===== config.mk =====
export PLATFORM = sky130hd
export DESIGN_NAME = lsu
export DESIGN_NICKNAME = d
export VERILOG_FILES = /design/src/rtl/lsu.sv
export SDC_FILE = /design/constraint.sdc
export NUM_CORES = 1
export LEC_CHECK = 0
export ABC_AREA = 1
export BUFFER_PORTS_ARGS = -buffer_cell sky130_fd_sc_hd__buf_2
export CAP_MARGIN = 10
export CORE_ASPECT_RATIO = 0.7
export CORE_MARGIN = 2
export CORE_UTILIZATION = 54
export CTS_CLUSTER_DIAMETER = 80
export DETAILED_ROUTE_END_ITERATION = 16
export HOLD_SLACK_MARGIN = 0.12
export MAX_ROUTING_LAYER = met4
export PLACE_DENSITY = 0.94
export SYNTH_ARGS = -nofsm -noshare
export SYNTH_HDL_FRONTEND = slang
export SYNTH_SLANG_ARGS = --single-unit

===== constraint.sdc =====
create_clock -name clk -period 3.31 [get_ports clk]
set_input_delay 0.331 -clock clk [delete_from_list [all_inputs] [get_ports clk]]
set_output_delay 0.331 -clock clk [all_outputs]
set_load 0.03 [all_outputs]

===== src/rtl/lsu.sv =====
// -----------------------------------------------------------------------------
// lsu -- load/store unit for the execute stage
//
// Takes a decoded memory instruction (memwrite/memtoreg/memsize plus the ALU
// effective address, rs2 store data and rd), performs a single valid/ready
// transaction on the data-memory port and holds the pipeline with `stall`
// until the access has finished. Loads come back sign- or zero-extended and
// tagged with their destination register. Misaligned accesses and illegal
// size encodings never reach memory; they produce a one-cycle lsu_err.
//
// Ports
//   clk, rst_n             clock (rising edge) and async active-low reset
//   req_valid              EX stage holds a decoded instruction
//   memwrite, memtoreg     store / load request
//   memsize[2:0]           funct3: 000 B, 001 H, 010 W, 100 BU, 101 HU
//   addr[ADDR_W-1:0]       effective byte address
//   wdata[31:0]            store data (rs2)
//   rd[4:0]                load destination register
//   stall                  freeze PC/IF/ID/EX
//   mem_req, mem_we        memory request valid / write enable
//   mem_addr               word-aligned address
//   mem_be[3:0]            byte enables
//   mem_wdata[31:0]        store data replicated into the byte lanes
//   mem_ready              memory accepts the request
//   mem_rvalid, mem_rdata  read data return
//   wb_valid, wb_rd,
//   wb_data                one-cycle load writeback
//   lsu_err                one-cycle misaligned/illegal pulse
// -----------------------------------------------------------------------------
module lsu #(
    parameter int ADDR_W = 32
) (
    input  logic              clk,
    input  logic              rst_n,

    input  logic              req_valid,
    input  logic              memwrite,
    input  logic              memtoreg,
    input  logic [2:0]        memsize,
    input  logic [ADDR_W-1:0] addr,
    input  logic [31:0]       wdata,
    input  logic [4:0]        rd,

    output logic              stall,

    output logic              mem_req,
    output logic              mem_we,
    output logic [ADDR_W-1:0] mem_addr,
    output logic [3:0]        mem_be,
    output logic [31:0]       mem_wdata,
    input  logic              mem_ready,
    input  logic              mem_rvalid,
    input  logic [31:0]       mem_rdata,

    output logic              wb_valid,
    output logic [4:0]        wb_rd,
    output logic [31:0]       wb_data,
    output logic              lsu_err
);

    // funct3 size encodings
    localparam logic [2:0] SZ_B  = 3'b000;
    localparam logic [2:0] SZ_H  = 3'b001;
    localparam logic [2:0] SZ_W  = 3'b010;
    localparam logic [2:0] SZ_BU = 3'b100;
    localparam logic [2:0] SZ_HU = 3'b101;

    typedef enum logic [1:0] {
        IDLE = 2'd0,
        REQ  = 2'd1,
        WAIT = 2'd2,
        DONE = 2'd3
    } state_t;

    state_t            state_reg;

    // Operation context captured on acceptance
    logic              is_load_reg;
    logic [1:0]        offset_reg;
    logic [2:0]        size_reg;
    logic [4:0]        rd_reg;

    // Registered outputs
    logic              mem_req_reg;
    logic              mem_we_reg;
    logic [ADDR_W-1:0] mem_addr_reg;
    logic [3:0]        mem_be_reg;
    logic [31:0]       mem_wdata_reg;
    logic              wb_valid_reg;
    logic [4:0]        wb_rd_reg;
    logic [31:0]       wb_data_reg;
    logic              lsu_err_reg;

    // -------------------------------------------------------------------------
    // Request decode (combinational, from the EX-stage inputs)
    // -------------------------------------------------------------------------
    logic        accept;
    logic [1:0]  offset;
    logic        size_legal;
    logic        aligned;
    logic        req_ok;

    assign offset = addr[1:0];

    // Only IDLE may accept; in DONE the instruction on the inputs is the one
    // that just completed, so it must not be started a second time.
    assign accept = (state_reg == IDLE) && req_valid && (memwrite || memtoreg);

    // Stores accept only the signed encodings B/H/W; loads additionally BU/HU.
    // memwrite takes precedence if both controls are set.
    always_comb begin
        size_legal = 1'b0;
        case (memsize)
            SZ_B, SZ_H, SZ_W: size_legal = 1'b1;
            SZ_BU, SZ_HU:     size_legal = !memwrite;
            default:          size_legal = 1'b0;
        endcase
    end

    // Halfwords need an even address, words a multiple of four
    always_comb begin
        aligned = 1'b1;
        case (memsize[1:0])
            2'b01:   aligned = !offset[0];
            2'b10:   aligned = (offset == 2'b00);
            default: aligned = 1'b1;
        endcase
    end

    assign req_ok = size_legal && aligned;

    // -------------------------------------------------------------------------
    // Byte-lane steering for the request: one generate slice per lane.
    // memsize[1:0] selects B/H/W for both signed and unsigned loads.
    // -------------------------------------------------------------------------
    logic [3:0]  be_next;
    logic [31:0] wdata_next;

    for (genvar gi = 0; gi < 4; gi++) begin : g_lane
        localparam logic [1:0] LANE = 2'(gi);

        // Byte: only the addressed lane; half: the addressed half; word: all
        assign be_next[gi] = (memsize[1:0] == 2'b00) ? (offset == LANE)       :
                             (memsize[1:0] == 2'b01) ? (offset[1] == LANE[1]) :
                                                       1'b1;

        // Store data is replicated so every enabled lane sees the right bytes
        assign wdata_next[8*gi +: 8] =
                             (memsize[1:0] == 2'b00) ? wdata[7:0]             :
                             (memsize[1:0] == 2'b01) ? wdata[8*(gi%2) +: 8]   :
                                                       wdata[8*gi +: 8];
    end

    // -------------------------------------------------------------------------
    // Load data extraction, using the context latched at acceptance
    // -------------------------------------------------------------------------
    logic [31:0] lane_data;
    logic [31:0] load_ext;

    assign lane_data = mem_rdata >> {offset_reg, 3'b000};

    always_comb begin
        load_ext = lane_data;
        case (size_reg)
            SZ_B:    load_ext = {{24{lane_data[7]}},  lane_data[7:0]};
            SZ_H:    load_ext = {{16{lane_data[15]}}, lane_data[15:0]};
            SZ_BU:   load_ext = {24'd0, lane_data[7:0]};
            SZ_HU:   load_ext = {16'd0, lane_data[15:0]};
            default: load_ext = mem_rdata;
        endcase
    end

    // -------------------------------------------------------------------------
    // Stall: combinational on acceptance so the pipeline freezes in the same
    // cycle the op is seen, then held through REQ and WAIT. Gated by rst_n so
    // the output is quiet while reset is asserted.
    // -------------------------------------------------------------------------
    assign stall = rst_n && (accept || (state_reg == REQ) || (state_reg == WAIT));

    // -------------------------------------------------------------------------
    // Control FSM with registered memory and writeback outputs
    // -------------------------------------------------------------------------
    always_ff @(posedge clk or negedge rst_n) begin
        if (!rst_n) begin
            state_reg     <= IDLE;
            is_load_reg   <= 1'b0;
            offset_reg    <= 2'b00;
            size_reg      <= 3'b000;
            rd_reg        <= 5'd0;
            mem_req_reg   <= 1'b0;
            mem_we_reg    <= 1'b0;
            mem_addr_reg  <= '0;
            mem_be_reg    <= 4'b0000;
            mem_wdata_reg <= 32'd0;
            wb_valid_reg  <= 1'b0;
            wb_rd_reg     <= 5'd0;
            wb_data_reg   <= 32'd0;
            lsu_err_reg   <= 1'b0;
        end else begin
            // Completion flags are single-cycle pulses
            wb_valid_reg <= 1'b0;
            lsu_err_reg  <= 1'b0;

            case (state_reg)
                IDLE: begin
                    if (accept) begin
                        is_load_reg <= !memwrite;
                        offset_reg  <= offset;
                        size_reg    <= memsize;
                        rd_reg      <= rd;
                        if (req_ok) begin
                            state_reg     <= REQ;
                            mem_req_reg   <= 1'b1;
                            mem_we_reg    <= memwrite;
                            mem_addr_reg  <= {addr[ADDR_W-1:2], 2'b00};
                            mem_be_reg    <= be_next;
                            mem_wdata_reg <= memwrite ? wdata_next : 32'd0;
                        end else begin
                            // Rejected without touching memory
                            state_reg   <= DONE;
                            lsu_err_reg <= 1'b1;
                        end
                    end
                end

                REQ: begin
                    // Address/controls stay frozen until the handshake
                    if (mem_ready) begin
                        mem_req_reg <= 1'b0;
                        mem_we_reg  <= 1'b0;
                        state_reg   <= is_load_reg ? WAIT : DONE;
                    end
                end

                WAIT: begin
                    if (mem_rvalid) begin
                        wb_valid_reg <= 1'b1;
                        wb_rd_reg    <= rd_reg;
                        wb_data_reg  <= load_ext;
                        state_reg    <= DONE;
                    end
                end

                DONE: begin
                    // One-cycle release so the pipeline advances past the op
                    state_reg <= IDLE;
                end

                default: state_reg <= IDLE;
            endcase
        end
    end

    assign mem_req   = mem_req_reg;
    assign mem_we    = mem_we_reg;
    assign mem_addr  = mem_addr_reg;
    assign mem_be    = mem_be_reg;
    assign mem_wdata = mem_wdata_reg;
    assign wb_valid  = wb_valid_reg;
    assign wb_rd     = wb_rd_reg;
    assign wb_data   = wb_data_reg;
    assign lsu_err   = lsu_err_reg;

endmodule


==> reports/qor.yml <==
hold_viol: 0
arrival_ps: 2670
area.growth.synth_to_final_pct: 29.3
crit_buf_inv: 3
worstSetupEndpointType: "register"
nets: 1147
synth_enable_flop_cells: 0
dp_hpwl_um: 12300
cts_resized: 0
reg2reg_slack_ps: 980
post-route-period-util: 0.704
antenna_left: 0
path_max_fanout: 66
relSlewSlack: 0.309
antenna_found_initial: 1
setup_viol: 0
cp.required_ps: 3650
met3_usage: 0.0715
ys_warn_count: 0
synth.avg_cell_area_um2: 7.52
cts_tree: "built"
fmax_ghz: 0.429
critPathSlowestCell: "inv_2"
initial_core_util: 0.555
slowest_delay_ps: 750
drive_gt1_frac: 0.284
worstSetupPathType: "reg2reg"
clkSlewWorstSetupHoldPaths_ps: 60
synth_cell_types: 26
p_leak_nw: 4.57
fin_crit_ps: 2330
peakVddDrop_uv: 591
final_util: 0.718
rr_startpoint: "state_reg[0]$_DFFE_PN0P_"
io_pins: 221
vias: 6306
crit_start: "state_reg[0]$_DFFE_PN0P_"
ys_ff_latch: 120
io_buffers: 218
skew_ps: 10.2
worstPathCellList: "inv_1 -> ha_1 -> nand2_1 -> inv_1 -> nand2_2 -> nor2_4 -> inv_2 -> nand2_1 -> nand2_1"
power_density_nw_per_um2: 1040
drc: 0
rsz0062_at_grt: "false"
numCtsBuffers: 17
wl_um: 17400
dieWidth_um: 131
seq_area_frac_synth: 0.490
gp_congestion: 0.919
routedWlPerCell_um: 14.6
fin_tns_setup_ps: 0
ys.flop_type: "dfrtp_1"
coreArea_um2: 11100
regArea_um2: 3000
die_h_um: 93.2
crit_top_cell: "nand2_1"
tightestPinTransition_ps: 1040
track_usage: 0.298
drt-initial-drc-count: 545
cts_buffer_depth: 2
dieArea_um2: 12200
firstDrtPassIters: 6
cap_violations: 0
final_cell_mix: "nand2_1, buf_2, dfrtp_1"
outcome: "finished clean"
root_buffer: "clkbuf_16"
grt_pass1_vias: 5814
synthesis.area_um2: 6130
row_count: 32
grt_max_degree: 67
n_fill_cell: 866
grt_use_met2: 0.456
min_from: "addr[17]"
htreeDepth: 4
grt_overflow: 0
clock-sinks: 120
synthCells: 816
multi_input_area_um2: 2620
async_flop_share: 1.00
mostFrequentLayoutCell: "nand2_1"
start_kind: "register"
via_per_inst: 5.28
cpLargestDelayFamily: "buffers and inverters"
grt_pass1_wl_um: 28300
met1_usage: 0.396
insertion_delay_ps: 400
min_path_type: "in2reg"
busiest_layer: "met2"
drv_slew: 0
[power breakdown]
part,switching (W),internal [W]
clock network,0.000631,0.00127
logic,0.00266,0.00111
registers,0.000424,0.00213
[cell usage after synthesis, types with 3 or more instances]
library cell	number	area, µm²
a21oi_1	56	280
buf_2	16	80.1
nand2_1	353	1330
ha_1	7	87.6
inv_1	61	229
clkbuf_1	14	52.6
inv_2	6	22.5
o21ai_0	59	295
or2_2	18	113
buf_6	7	78.8
buf_4	6	45.0
dfrtp_1	120	3000
nand2_2	3	18.8
nand3_1	49	245
nor2_1	18	67.6
nand3_2	10	100
[kinds of logic (layout without fill, tap and decap cells)]
group | count (synthesis) | after routing | share of synthesized area
AO/OA/AOI/OAI | 121 | 121 | 0.100
adder cells (fa/ha/maj) | 7 | 7 | 0.0143
other | 1 | 3 | 0.000611
flip-flops | 120 | 120 | 0.490
buffers and inverters | 112 | 335 | 0.0840
AND/OR/NAND/NOR | 455 | 455 | 0.311
[final cells by class]
type,instances,area share
repair buffers,236,0.158
clock buffers,22,0.0573
multi-input cells,585,0.331
clock inverters,8,0.0186
flip-flops and latches,120,0.379
inverters,69,0.0327
diodes,1,0.000316
well taps,153,0.0241
[path summary, 6_finish.rpt]
| path | endpoint | cells past startpoint |
|---|---|---|
| setup / recovery | mem_addr[9]$_DFFE_PN0P_ | 9 |
| hold / removal | mem_addr[17]$_DFFE_PN0P_ | 3 |
| setup reg to reg | mem_addr[9]$_DFFE_PN0P_ | 9 |
| hold reg to reg | mem_wdata[25]$_DFFE_PN0P_ | 2 |
| max in group asynchronous | mem_addr[31]$_DFFE_PN0P_ | 3 |
| min in group asynchronous | mem_addr[4]$_DFFE_PN0P_ | 2 |
[worst register-to-register path, stage by stage, from the launching register on]
cell and delay (ps):
dfrtp_1 390, inv_1 110, ha_1 270, nand2_1 110
inv_1 50, nand2_2 240, nor2_4 80, inv_2 750
nand2_1 160, nand2_1 120
[metrics by stage]
step	total power [W]	std cells	hold slack (ps)	worst slack, ps	cell area, µm²
2_1_floorplan	0.00518	817	35.4	1340	6140
3_3_place_gp	0.00617	1154	328	954	7240
3_5_place_dp	0.00628	1154	327	802	7240
4_1_cts	0.00823	1193	120	979	7930
5_1_grt	0.00874	1194	121	752	7930
6_report	0.00823	1194	128	981	7930
[metal layers]
layer | vias up | share of wire
li1 | 2974 | -
met1 | 2900 | 0.42
met2 | 379 | 0.45
met3 | 53 | 0.10
met4 | 0 | 0.025
met5 | - | 0
[repair_timing]
action,4_1_cts,5_1_grt
setup endpoints to repair,0,0
setup buffers,0,0
hold endpoints to repair,45,0
hold buffers,9,0
Power figures use the tool's default switching activity.
